===== src/rtl/i2c_pkg.sv =====
// Shared types and constants for the I2C RAM target: FSM state encoding,
// ACK/NACK line levels and the default device address.
package i2c_pkg;

  localparam logic [6:0] DEV_ADDR_DEFAULT = 7'h50;

  // SDA levels seen during the 9th clock of a byte
  localparam logic ACK  = 1'b0;
  localparam logic NACK = 1'b1;

  typedef enum logic [3:0] {
    ST_IDLE,
    ST_DEV,
    ST_DEV_ACK,
    ST_PTR,
    ST_PTR_ACK,
    ST_WR,
    ST_WR_ACK,
    ST_RD,
    ST_RD_ACK
  } state_e;

endpackage


===== src/rtl/i2c_ram_slave_if.sv =====
// Single-port RAM port driven by the I2C target. The target is the master
// (drives address/strobes), the RAM instance is the slave.
interface i2c_ram_slave_if #(
  parameter int N = 8
);
  logic [N-1:0] mem_addr;
  logic [N-1:0] mem_wdata;
  logic         mem_we;
  logic         mem_re;
  logic [N-1:0] mem_rdata;

  modport master (
    output mem_addr, mem_wdata, mem_we, mem_re,
    input  mem_rdata
  );

  modport slave (
    input  mem_addr, mem_wdata, mem_we, mem_re,
    output mem_rdata
  );
endinterface


===== src/rtl/i2c_line_sync.sv =====
// Pad-input conditioner for one I2C line: 2-flop synchronizer, optional
// 3-sample glitch filter (I2C_RAM_SLAVE_GLITCH_FILTER_EN), rise/fall pulses.
module i2c_line_sync (
  input  logic clk,
  input  logic rst,
  input  logic line_i,
  output logic level_o,
  output logic rise_o,
  output logic fall_o
);

  logic sync1_q, sync2_q;
  logic filt;
  logic prev_q, rise_q, fall_q;

  // NOTE: synchronizer flops reset to 1 (idle bus level) so leaving reset
  // never fabricates a falling edge that could look like START.
  always_ff @(posedge clk or posedge rst) begin
    if (rst) begin
      sync1_q <= 1'b1;
      sync2_q <= 1'b1;
    end else begin
      sync1_q <= line_i;
      sync2_q <= sync1_q;
    end
  end

`ifdef I2C_RAM_SLAVE_GLITCH_FILTER_EN
  logic [1:0] hist_q;
  logic       filt_q;

  // Value moves only once three consecutive samples agree
  always_comb begin
    filt = filt_q;
    if (sync2_q == hist_q[0] && hist_q[0] == hist_q[1]) filt = sync2_q;
  end

  always_ff @(posedge clk or posedge rst) begin
    if (rst) begin
      hist_q <= 2'b11;
      filt_q <= 1'b1;
    end else begin
      hist_q <= {hist_q[0], sync2_q};
      filt_q <= filt;
    end
  end
`else
  assign filt = sync2_q;
`endif

  // level_o is the delayed copy so it lines up with the registered pulses
  always_ff @(posedge clk or posedge rst) begin
    if (rst) begin
      prev_q <= 1'b1;
      rise_q <= 1'b0;
      fall_q <= 1'b0;
    end else begin
      prev_q <= filt;
      rise_q <= filt & ~prev_q;
      fall_q <= ~filt & prev_q;
    end
  end

  assign level_o = prev_q;
  assign rise_o  = rise_q;
  assign fall_o  = fall_q;

endmodule


===== src/rtl/i2c_ram_slave.sv =====
// I2C target exposing a 256-byte RAM: device-address match, pointer load,
// auto-incrementing writes/reads. Optional input glitch filter via
// I2C_RAM_SLAVE_GLITCH_FILTER_EN.
module i2c_ram_slave
  import i2c_pkg::*;
#(
  parameter logic [6:0] DEV_ADDR = DEV_ADDR_DEFAULT,
  parameter int         N        = 8
) (
  input  logic            clk,
  input  logic            rst,
  input  logic            scl_i,
  input  logic            sda_i,
  output logic            sda_oe,
  output logic            busy,
  i2c_ram_slave_if.master mem_bus
);

  logic scl, scl_rise, scl_fall;
  logic sda, sda_rise, sda_fall;
  logic start_cond, stop_cond;

  i2c_line_sync u_scl_sync (
    .clk     (clk),
    .rst     (rst),
    .line_i  (scl_i),
    .level_o (scl),
    .rise_o  (scl_rise),
    .fall_o  (scl_fall)
  );

  i2c_line_sync u_sda_sync (
    .clk     (clk),
    .rst     (rst),
    .line_i  (sda_i),
    .level_o (sda),
    .rise_o  (sda_rise),
    .fall_o  (sda_fall)
  );

  assign start_cond = sda_fall & scl;
  assign stop_cond  = sda_rise & scl;

  state_e       state_q, state_d;
  logic [3:0]   cnt_q, cnt_d;
  logic [N-1:0] rx_q, rx_d, rx_byte;
  logic [N-1:0] tx_q, tx_d;
  logic [N-1:0] ptr_q, ptr_d;
  logic [N-1:0] addr_q, addr_d;
  logic [N-1:0] wdata_q, wdata_d;
  logic         rw_q, rw_d;
  logic         sda_oe_q, sda_oe_d;
  logic         busy_q, busy_d;
  logic         we_q, we_d;
  logic         re_q, re_d;
  logic         load_q;

  // NOTE: state registers use non-blocking assignments so every flop samples
  // the pre-edge values computed by the combinational block.
  always_ff @(posedge clk or posedge rst) begin
    if (rst) begin
      state_q  <= ST_IDLE;
      cnt_q    <= '0;
      rx_q     <= '0;
      tx_q     <= '0;
      ptr_q    <= '0;
      addr_q   <= '0;
      wdata_q  <= '0;
      rw_q     <= 1'b0;
      sda_oe_q <= 1'b0;
      busy_q   <= 1'b0;
      we_q     <= 1'b0;
      re_q     <= 1'b0;
      load_q   <= 1'b0;
    end else begin
      state_q  <= state_d;
      cnt_q    <= cnt_d;
      rx_q     <= rx_d;
      tx_q     <= tx_d;
      ptr_q    <= ptr_d;
      addr_q   <= addr_d;
      wdata_q  <= wdata_d;
      rw_q     <= rw_d;
      sda_oe_q <= sda_oe_d;
      busy_q   <= busy_d;
      we_q     <= we_d;
      re_q     <= re_d;
      load_q   <= re_q;
    end
  end

  // Bit counter runs 0..7 for data bits; 8 and 9 mark the two halves of the
  // ACK clock (before/after its rising edge).
  // NOTE: every _d gets its hold value first so no path can infer a latch.
  always_comb begin
    state_d  = state_q;
    cnt_d    = cnt_q;
    rx_d     = rx_q;
    tx_d     = tx_q;
    ptr_d    = ptr_q;
    addr_d   = addr_q;
    wdata_d  = wdata_q;
    rw_d     = rw_q;
    sda_oe_d = sda_oe_q;
    busy_d   = busy_q;
    we_d     = 1'b0;
    re_d     = 1'b0;
    rx_byte  = {rx_q[N-2:0], sda};

    if (load_q) tx_d = mem_bus.mem_rdata;
    if (we_q)   ptr_d = ptr_q + N'(1);

    if (start_cond) begin
      state_d  = ST_DEV;
      cnt_d    = '0;
      sda_oe_d = 1'b0;
    end else if (stop_cond) begin
      state_d  = ST_IDLE;
      cnt_d    = '0;
      sda_oe_d = 1'b0;
      busy_d   = 1'b0;
    end else begin
      case (state_q)
        ST_DEV, ST_PTR, ST_WR: begin
          if (scl_rise) begin
            rx_d  = rx_byte;
            cnt_d = cnt_q + 4'd1;
            if (cnt_q == 4'd7) begin
              if (state_q == ST_DEV) begin
                if (rx_byte[7:1] == DEV_ADDR) begin
                  state_d = ST_DEV_ACK;
                  busy_d  = 1'b1;
                  rw_d    = rx_byte[0];
                end else begin
                  state_d = ST_IDLE;
                end
              end else if (state_q == ST_PTR) begin
                ptr_d   = rx_byte;
                state_d = ST_PTR_ACK;
              end else begin
                we_d    = 1'b1;
                addr_d  = ptr_q;
                wdata_d = rx_byte;
                state_d = ST_WR_ACK;
              end
            end
          end
        end

        ST_DEV_ACK, ST_PTR_ACK, ST_WR_ACK: begin
          if (scl_fall && cnt_q == 4'd8) sda_oe_d = 1'b1;
          if (scl_rise && cnt_q == 4'd8) begin
            cnt_d = 4'd9;
            // Read address phase: prefetch so bit 7 is ready at the next fall
            if (state_q == ST_DEV_ACK && rw_q) begin
              re_d   = 1'b1;
              addr_d = ptr_q;
            end
          end
          if (scl_fall && cnt_q == 4'd9) begin
            cnt_d = '0;
            if (state_q == ST_DEV_ACK && rw_q) begin
              state_d  = ST_RD;
              sda_oe_d = ~tx_q[N-1];
            end else begin
              state_d  = (state_q == ST_DEV_ACK) ? ST_PTR : ST_WR;
              sda_oe_d = 1'b0;
            end
          end
        end

        ST_RD: begin
          if (scl_rise) begin
            cnt_d = cnt_q + 4'd1;
            tx_d  = {tx_q[N-2:0], 1'b0};
            if (cnt_q == 4'd7) begin
              state_d = ST_RD_ACK;
              ptr_d   = ptr_q + N'(1);
            end
          end
          if (scl_fall) sda_oe_d = ~tx_q[N-1];
        end

        ST_RD_ACK: begin
          if (scl_fall && cnt_q == 4'd8) sda_oe_d = 1'b0;
          if (scl_rise && cnt_q == 4'd8) begin
            if (sda == ACK) begin
              re_d   = 1'b1;
              addr_d = ptr_q;
              cnt_d  = 4'd9;
            end else begin
              state_d = ST_IDLE;
            end
          end
          if (scl_fall && cnt_q == 4'd9) begin
            state_d  = ST_RD;
            cnt_d    = '0;
            sda_oe_d = ~tx_q[N-1];
          end
        end

        default: ;
      endcase
    end
  end

  assign sda_oe            = sda_oe_q;
  assign busy              = busy_q;
  assign mem_bus.mem_addr  = addr_q;
  assign mem_bus.mem_wdata = wdata_q;
  assign mem_bus.mem_we    = we_q;
  assign mem_bus.mem_re    = re_q;

endmodule


===== src/flat_wrapper.sv =====
// flat-port wrapper written by rule: the top's interface ports become plain ports
module i2c_ram_slave_flat import i2c_pkg::*;
#(
  parameter logic [6:0] DEV_ADDR = DEV_ADDR_DEFAULT,
  parameter int         N        = 8
)
  (clk, rst, scl_i, sda_i, sda_oe, busy, mem_bus_mem_addr, mem_bus_mem_wdata, mem_bus_mem_we, mem_bus_mem_re, mem_bus_mem_rdata);
  i2c_ram_slave_if #(.N(N)) mem_bus_i ();
  input  logic clk;
  input  logic rst;
  input  logic scl_i;
  input  logic sda_i;
  output logic sda_oe;
  output logic busy;
  output wire logic [$bits(mem_bus_i.mem_addr)-1:0] mem_bus_mem_addr;
  output wire logic [$bits(mem_bus_i.mem_wdata)-1:0] mem_bus_mem_wdata;
  output wire logic [$bits(mem_bus_i.mem_we)-1:0] mem_bus_mem_we;
  output wire logic [$bits(mem_bus_i.mem_re)-1:0] mem_bus_mem_re;
  input wire logic [$bits(mem_bus_i.mem_rdata)-1:0] mem_bus_mem_rdata;
  assign mem_bus_mem_addr = mem_bus_i.mem_addr;
  assign mem_bus_mem_wdata = mem_bus_i.mem_wdata;
  assign mem_bus_mem_we = mem_bus_i.mem_we;
  assign mem_bus_mem_re = mem_bus_i.mem_re;
  assign mem_bus_i.mem_rdata = mem_bus_mem_rdata;
  i2c_ram_slave #(.DEV_ADDR(DEV_ADDR), .N(N)) u_core (.clk(clk), .rst(rst), .scl_i(scl_i), .sda_i(sda_i), .sda_oe(sda_oe), .busy(busy), .mem_bus(mem_bus_i));
endmodule

===== config.mk =====
export PLATFORM = sky130hd
export DESIGN_NAME = i2c_ram_slave_flat
export DESIGN_NICKNAME = d
export VERILOG_FILES = /design/src/rtl/i2c_pkg.sv /design/src/rtl/i2c_ram_slave_if.sv /design/src/rtl/i2c_line_sync.sv /design/src/rtl/i2c_ram_slave.sv /design/src/flat_wrapper.sv
export SDC_FILE = /design/constraint.sdc
export NUM_CORES = 1
export LEC_CHECK = 0
export BUFFER_PORTS_ARGS = -buffer_cell sky130_fd_sc_hd__buf_2
export CAP_MARGIN = 40
export CELL_PAD_IN_SITES_DETAIL_PLACEMENT = 1
export CELL_PAD_IN_SITES_GLOBAL_PLACEMENT = 1
export CORE_ASPECT_RATIO = 1.1
export CORE_MARGIN = 5
export CORE_UTILIZATION = 42
export DETAILED_ROUTE_END_ITERATION = 16
export HOLD_SLACK_MARGIN = 0.06
export PLACE_DENSITY = 0.73
export SYNTH_ARGS = -nofsm -noshare
export SYNTH_HDL_FRONTEND = slang
export SYNTH_SLANG_ARGS = --single-unit

===== constraint.sdc =====
create_clock -name clk -period 2 [get_ports clk]
set_input_delay 0.3 -clock clk [delete_from_list [all_inputs] [get_ports clk]]
set_output_delay 0.3 -clock clk [all_outputs]
set_load 0.03 [all_outputs]

==> results.toml, run 1 <==
[run_status]
status = "finished, final reports clean"

[final_layout]
fin_util = 0.523
layout_common_cells = "dfrtp_1, buf_2, buf_4, nand2_1, mux2_2"
drive_above_1_share = 0.371
final_common_cell = "dfrtp_1"
syn_to_final_growth_pct = 23.2
n_antenna_cell = 0
stdcell_area_um2 = 4070
nets = 383

[grt]
grt.total_usage = 0.189
grtUsageMet1 = 0.243
busiest_layer = "met2"
grt_overflow_total = 0
grtUsageMet2 = 0.311
grt_pass1_wl_mm = 13.9
first_global_vias = 2739
grt_max_degree = 64
gr-usage-met3 = 0.0336
antenna_found_initial = 0

[power_and_ir_drop]
total_leakage_power_nw = 1.84
sequentialPowerShare = 0.388
p_comb_frac = 0.358
clkPwrFrac = 0.254
ir_worst_vdd_mv = 0.515
p_int_mw = 2.77
p_sw_frac = 0.367
p_sw_mw = 1.61
power.density_nw_per_um2 = 1080
p_total_mw = 4.38

[synthesis]
yosysSeqAreaShare = 0.479
postSynth.asyncResetShare = 1.00
synth-main-ff-cell = "dfrtp_1"
synth-seq-cells = 63
syn_area_per_cell_um2 = 10.8
synthesis.nets = 323
synth.distinct_cells = 58
synth.cell_area_um2 = 3310
yosys_warnings = 0
synth_cells = 307
synth_edf_count = 0

[timing]
fin_crit_ns = 1.95
worst_slew_pin_slew_ns = 0.432
layout_setup_ws_ns = 0.0474
rsz0062_at_grt = "yes"
setup-violations-final = 0
finalHoldViolations = 0
fmax_mhz = 512
drv_slew = 0
relSlewSlack = 0.711
period_share = 0.976
fin_skew_ns = 0.00991

[floorplan]
ios = 32
die_h_um = 103
die_area_um2 = 9750
core.rowCount = 34
die_width_um = 94.6
initial_utilization = 0.425
core_um2 = 7780

[clock_tree]
clk_path_buf_depth = 2
clk_latency_ns = 0.35
cts_tree = "built"
clock_sinks = 63
htreeDepth = 3
path_clk_slew_ns = 0.07
numCtsBuffers = 9
root_buffer = "clkbuf_8"

[worst_setup_path]
worstPathArrival_ns = 2.19
cp.depth = 7
cp_slowest_cell = "dfrtp_1"
required_ns = 2.24
crit_family = "simple AND/OR/NAND/NOR gates"
path_max_fanout = 6
r2r_slack_ns = 0.05
crit_buf_inv = 1
cpPeakStageDelay_ns = 0.45
crit_chain = "ha_2 > buf_4 > and4b_1 > nand3_1 > nor3_1 > nand2_1 > mux2_2"
worstSetupStartpoint = "u_core.cnt_q[0]"
worstRegToRegCells = 7
start_kind = "flip-flop"
reg2reg_from = "u_core.cnt_q[0]"
cp-end-kind = "flip-flop"
r2r-end = "u_core.rw_q"
crit_type = "flip-flop to flip-flop"

[routing]
drt_first_iter_violations = 107
wl_per_cell_um = 17.5
vias = 2641
ant_nets = 0
firstDrtPassIters = 4
drc = 0
drt_wl_total_mm = 8.39
routed_via_density = 5.50

[place]
globalplace.congestion = 0.876
numPortBuffers = 31
place_area_um2 = 3770
dp_hpwl_mm = 6.17
pre_cts_ws_ns = -0.0145

[job]
maxCapViolCount = 0

[hold_path]
min_path_cells = 3
hold_path_end = "u_core.tx_q[0]"
holdCritStartpoint = "mem_bus_mem_rdata[0]"
min_path_type = "input port to flip-flop"
stage by stage:
| stage | hold slack (ns) | cells | setup TNS (ns) |
|---|---|---|---|
| 2_1_floorplan | 0.304 | 307 | 0 |
| 3_3_place_gp | 0.346 | 458 | 0 |
| 3_5_place_dp | 0.347 | 458 | -0.0145 |
| 4_1_cts | 0.211 | 478 | 0 |
| 5_1_grt | 0.233 | 480 | -0.0305 |
| 6_report | 0.212 | 480 | 0 |
Yosys cell counts (4+ instances only):
cell | number | area share
and4b_1 | 4 | 0.012
a31oi_1 | 5 | 0.0095
clkbuf_1 | 9 | 0.010
o21ai_0 | 21 | 0.032
mux2i_1 | 9 | 0.027
mux2_2 | 27 | 0.092
dfstp_2 | 6 | 0.048
and3_1 | 4 | 0.0076
nor2_1 | 14 | 0.016
nand2b_1 | 5 | 0.0095
buf_2 | 6 | 0.0091
inv_1 | 8 | 0.0091
nor3_1 | 6 | 0.0091
ha_1 | 4 | 0.015
nand2_1 | 28 | 0.032
nor4b_1 | 4 | 0.011
a21oi_1 | 7 | 0.011
nand3_1 | 11 | 0.017
nor2b_1 | 7 | 0.013
dfrtp_1 | 57 | 0.43
xor2_1 | 5 | 0.013
a22oi_1 | 4 | 0.0091
flip-flops by register name (all words and copies together) (netlist names), 4 cells and up:
signal / flops
u_core.mem_bus.mem_addr: 8
u_core.mem_bus.mem_wdata: 8
u_core.ptr_q: 8
u_core.tx_q: 8
u_core.rx_q: 7
u_core.cnt_q: 4
u_core.state_q: 4
final cells by class:
type | instances | area, um^2
inverters | 8 | 30.0
clock inverters | 7 | 73.8
flip-flops and latches | 63 | 1590
clock buffers | 9 | 124
fillers | 877 | 3710
repair buffers | 66 | 448
multi-input cells | 219 | 1680
well taps | 108 | 135
cells by family (layout without fill, tap and decap cells):
kind of cell               count (synthesis)  after routing  synth area share
xor gates and xnor gates                   8              8            0.0212
muxes                                     37             37             0.123
and+or+nand+nor                           98             98             0.173
DFF                                       63             63             0.479
buffers and inverters                     25             90            0.0307
AOI/OAI and AO/OA                         72             72             0.159
adders and majority gates                  4              4            0.0151
power by group through the flow:
stage	Combinational [mW]	Clock (mW)	Sequential, mW
floorplan	0.969	0	1.67
global placement	1.42	0	1.71
detailed placement	1.47	0	1.72
CTS	1.52	1.14	1.69
global route	1.72	1.21	1.73
finish	1.57	1.11	1.70
how the worst max path moves through the flow:
stage	slack [ns]	endpoint
6_report	0.05	u_core.rw_q
2_1_floorplan	0.05	u_core.ptr_q[1]
3_3_place_gp	0.05	u_core.cnt_q[3]
4_1_cts	0.01	u_core.state_q[2]
3_5_place_dp	-0.01	u_core.cnt_q[3]
5_1_grt	-0.02	u_core.cnt_q[1]
worst register-to-register path: stages (launching register included):
cell and delay, ns:
dfrtp_1 0.45, ha_2 0.25, buf_4 0.13, and4b_1 0.26, nand3_1 0.10, nor3_1 0.25
nand2_1 0.12, mux2_2 0.28
routing by layer:
| layer | wire (um) | vias up |
|---|---|---|
| met2 | 4150 | 46 |
| li1 | - | 1254 |
| met5 | 0 | - |
| met4 | 135 | 0 |
| met1 | 3810 | 1331 |
| met3 | 302 | 10 |
timing repair:
item,in CTS,in global routing
buffers inserted,1,2
pin swaps,1,1
endpoints found under the setup margin,1,16
hold buffers,3,0
resized for setup,2,12
endpoints found under the hold margin,59,0
(Power assumes the default switching activity.)
==> run 2: changes to the inputs <==
--- a/config.mk
+++ b/config.mk
@@ -15,6 +15,7 @@
 export DETAILED_ROUTE_END_ITERATION = 16
 export HOLD_SLACK_MARGIN = 0.06
 export PLACE_DENSITY = 0.73
+export SETUP_SLACK_MARGIN = 0.4
 export SYNTH_ARGS = -nofsm -noshare
 export SYNTH_HDL_FRONTEND = slang
 export SYNTH_SLANG_ARGS = --single-unit
==> results.toml, run 2 (synthesis results as in run 1) <==
[routing]
wl_per_cell_um = 20.6
ant_nets = 0
drt_first_iter_violations = 206
drt_wl_total_mm = 10.3
vias = 2832
drc = 0
firstDrtPassIters = 4
routed_via_density = 5.65

[grt]
first_global_vias = 2959
grt_pass1_wl_mm = 15.4
grt_max_degree = 64
grt_overflow_total = 0
antenna_found_initial = 0
grt.total_usage = 0.205

[timing]
fin_crit_ns = 1.99
fmax_mhz = 503
fin_hold_ws_ns = 0.0387
rsz0062_at_grt = "yes"
fin_skew_ns = 0.0138
drv_slew = 0
setup-violations-final = 0
relSlewSlack = 0.595
worst_slew_pin_slew_ns = 0.601
finalHoldViolations = 0
period_share = 0.993

[worst_setup_path]
worstPathArrival_ns = 2.22
crit_type = "flip-flop to flip-flop"
cpPeakStageDelay_ns = 0.49
crit_buf_inv = 1
crit_chain = "ha_4 > nand4b_4 > buf_6 > o21ai_0 > o21ai_4 > mux2_4"
crit_family = "compound AO/OA/AOI/OAI gates"
required_ns = 2.23
cp_slowest_cell = "o21ai_0"
cp-end-kind = "flip-flop"
start_kind = "flip-flop"
path_max_fanout = 6

[final_layout]
fill_cells = 825
n_antenna_cell = 0
final_common_cell = "dfrtp_1"
fin_util = 0.576
nets = 404
layout_common_cells = "dfrtp_1, buf_4, buf_2, nand2_1, mux2_2"
stdcell_area_um2 = 4490
final_cells = 501
drive_above_1_share = 0.496
syn_to_final_growth_pct = 35.7

[run_status]
status = "finished, final reports clean"

[floorplan]
die_width_um = 94.6
die_h_um = 103
core.rowCount = 34
core_um2 = 7780
ios = 32
die_area_um2 = 9750
initial_utilization = 0.425

[power_and_ir_drop]
total_leakage_power_nw = 1.98
power.density_nw_per_um2 = 1080
ir_worst_vdd_mv = 0.551

[place]
dp_hpwl_mm = 6.34
globalplace.congestion = 0.810
place_inst = 462
numPortBuffers = 31
place_area_um2 = 3830

[hold_path]
min_path_type = "input port to asynchronous set/reset pin"

[clock_tree]
root_buffer = "clkbuf_8"
path_clk_slew_ns = 0.08
cts_tree = "built"
clock_sinks = 63
numCtsBuffers = 9
clk_path_buf_depth = 2
clk_latency_ns = 0.35
htreeDepth = 3

[job]
maxCapViolCount = 0
## run 2: cell types whose count changed in the layout (fill, tap and decap cells not counted), moves of 5 or more
| cell | before | now |
|---|---|---|
| o21ai_2 | 2 | 8 |
| o21ai_0 | 20 | 8 |
| buf_4 | 29 | 38 |
| o21ai_1 | 3 | 8 |
| buf_6 | 0 | 14 |
## run 2: final timing paths
kind | startpoint | to | slack [ns] | depth (start not counted)
max in group asynchronous | rst | u_core.u_sda_sync.filt | 1.63 | 3
max | u_core.cnt_q[0] | u_core.state_q[0] | 0.01 | 6
max reg2reg | u_core.cnt_q[0] | u_core.state_q[0] | 0.01 | 6
min in group clk | mem_bus_mem_rdata[0] | u_core.tx_q[0] | 0.22 | 3
min reg2reg | u_core.u_scl_sync.sync1_q | u_core.u_scl_sync.filt | 0.36 | 0
min | rst | u_core.mem_bus.mem_addr[6] | 0.04 | 3
## run 2: final cells by class
class | count | area (um^2) | share of cell area
clock inverter | 3 | 17.5 | 0.00391
timing repair buffer | 86 | 638 | 0.142
sequential | 63 | 1590 | 0.354
tap | 108 | 135 | 0.0301
clock buffer | 13 | 159 | 0.0354
inverter | 8 | 33.8 | 0.00753
multi-input combinational | 220 | 1910 | 0.426
## run 2: where the power goes
group,internal [mW],switching [mW]
combinational,0.943,1.13
clock,0.514,0.493
sequential,1.49,0.277
total,2.95,1.90
## run 2: worst reg2reg max path: stages (launching register included)
cell	delay [ns]
dfrtp_2	0.46
ha_4	0.19
nand4b_4	0.11
buf_6	0.17
o21ai_0	0.49
o21ai_4	0.12
mux2_4	0.33
## run 2: per-stage QoR
stage / worst slack [ns] / TNS, ns / power [mW]
2_1_floorplan: 0.153 / 0 / 2.70
3_3_place_gp: 0.0738 / 0 / 3.17
3_5_place_dp: 0.0328 / 0 / 3.25
4_1_cts: 0.0793 / 0 / 4.54
5_1_grt: -0.00537 / -0.00702 / 5.10
6_report: 0.0134 / 0 / 4.85
## run 2: routing by layer
| metal | vias up | wire (um) | GRT usage |
|---|---|---|---|
| met5 | - | 0 | 0 |
| met2 | 70 | 5300 | 0.352 |
| met3 | 14 | 385 | 0.0365 |
| li1 | 1296 | - | - |
| met1 | 1452 | 4460 | 0.264 |
| met4 | 0 | 187 | 0.0633 |
## run 2: what timing repair did
action | 4_1_cts | 5_1_grt
hold buffers | 2 | 0
gates cloned | 1 | 0
setup endpoints to repair | 50 | 50
resized for setup | 47 | 36
setup buffers | 10 | 10
pin swaps | 21 | 20
endpoints found under the hold margin | 2 | 0
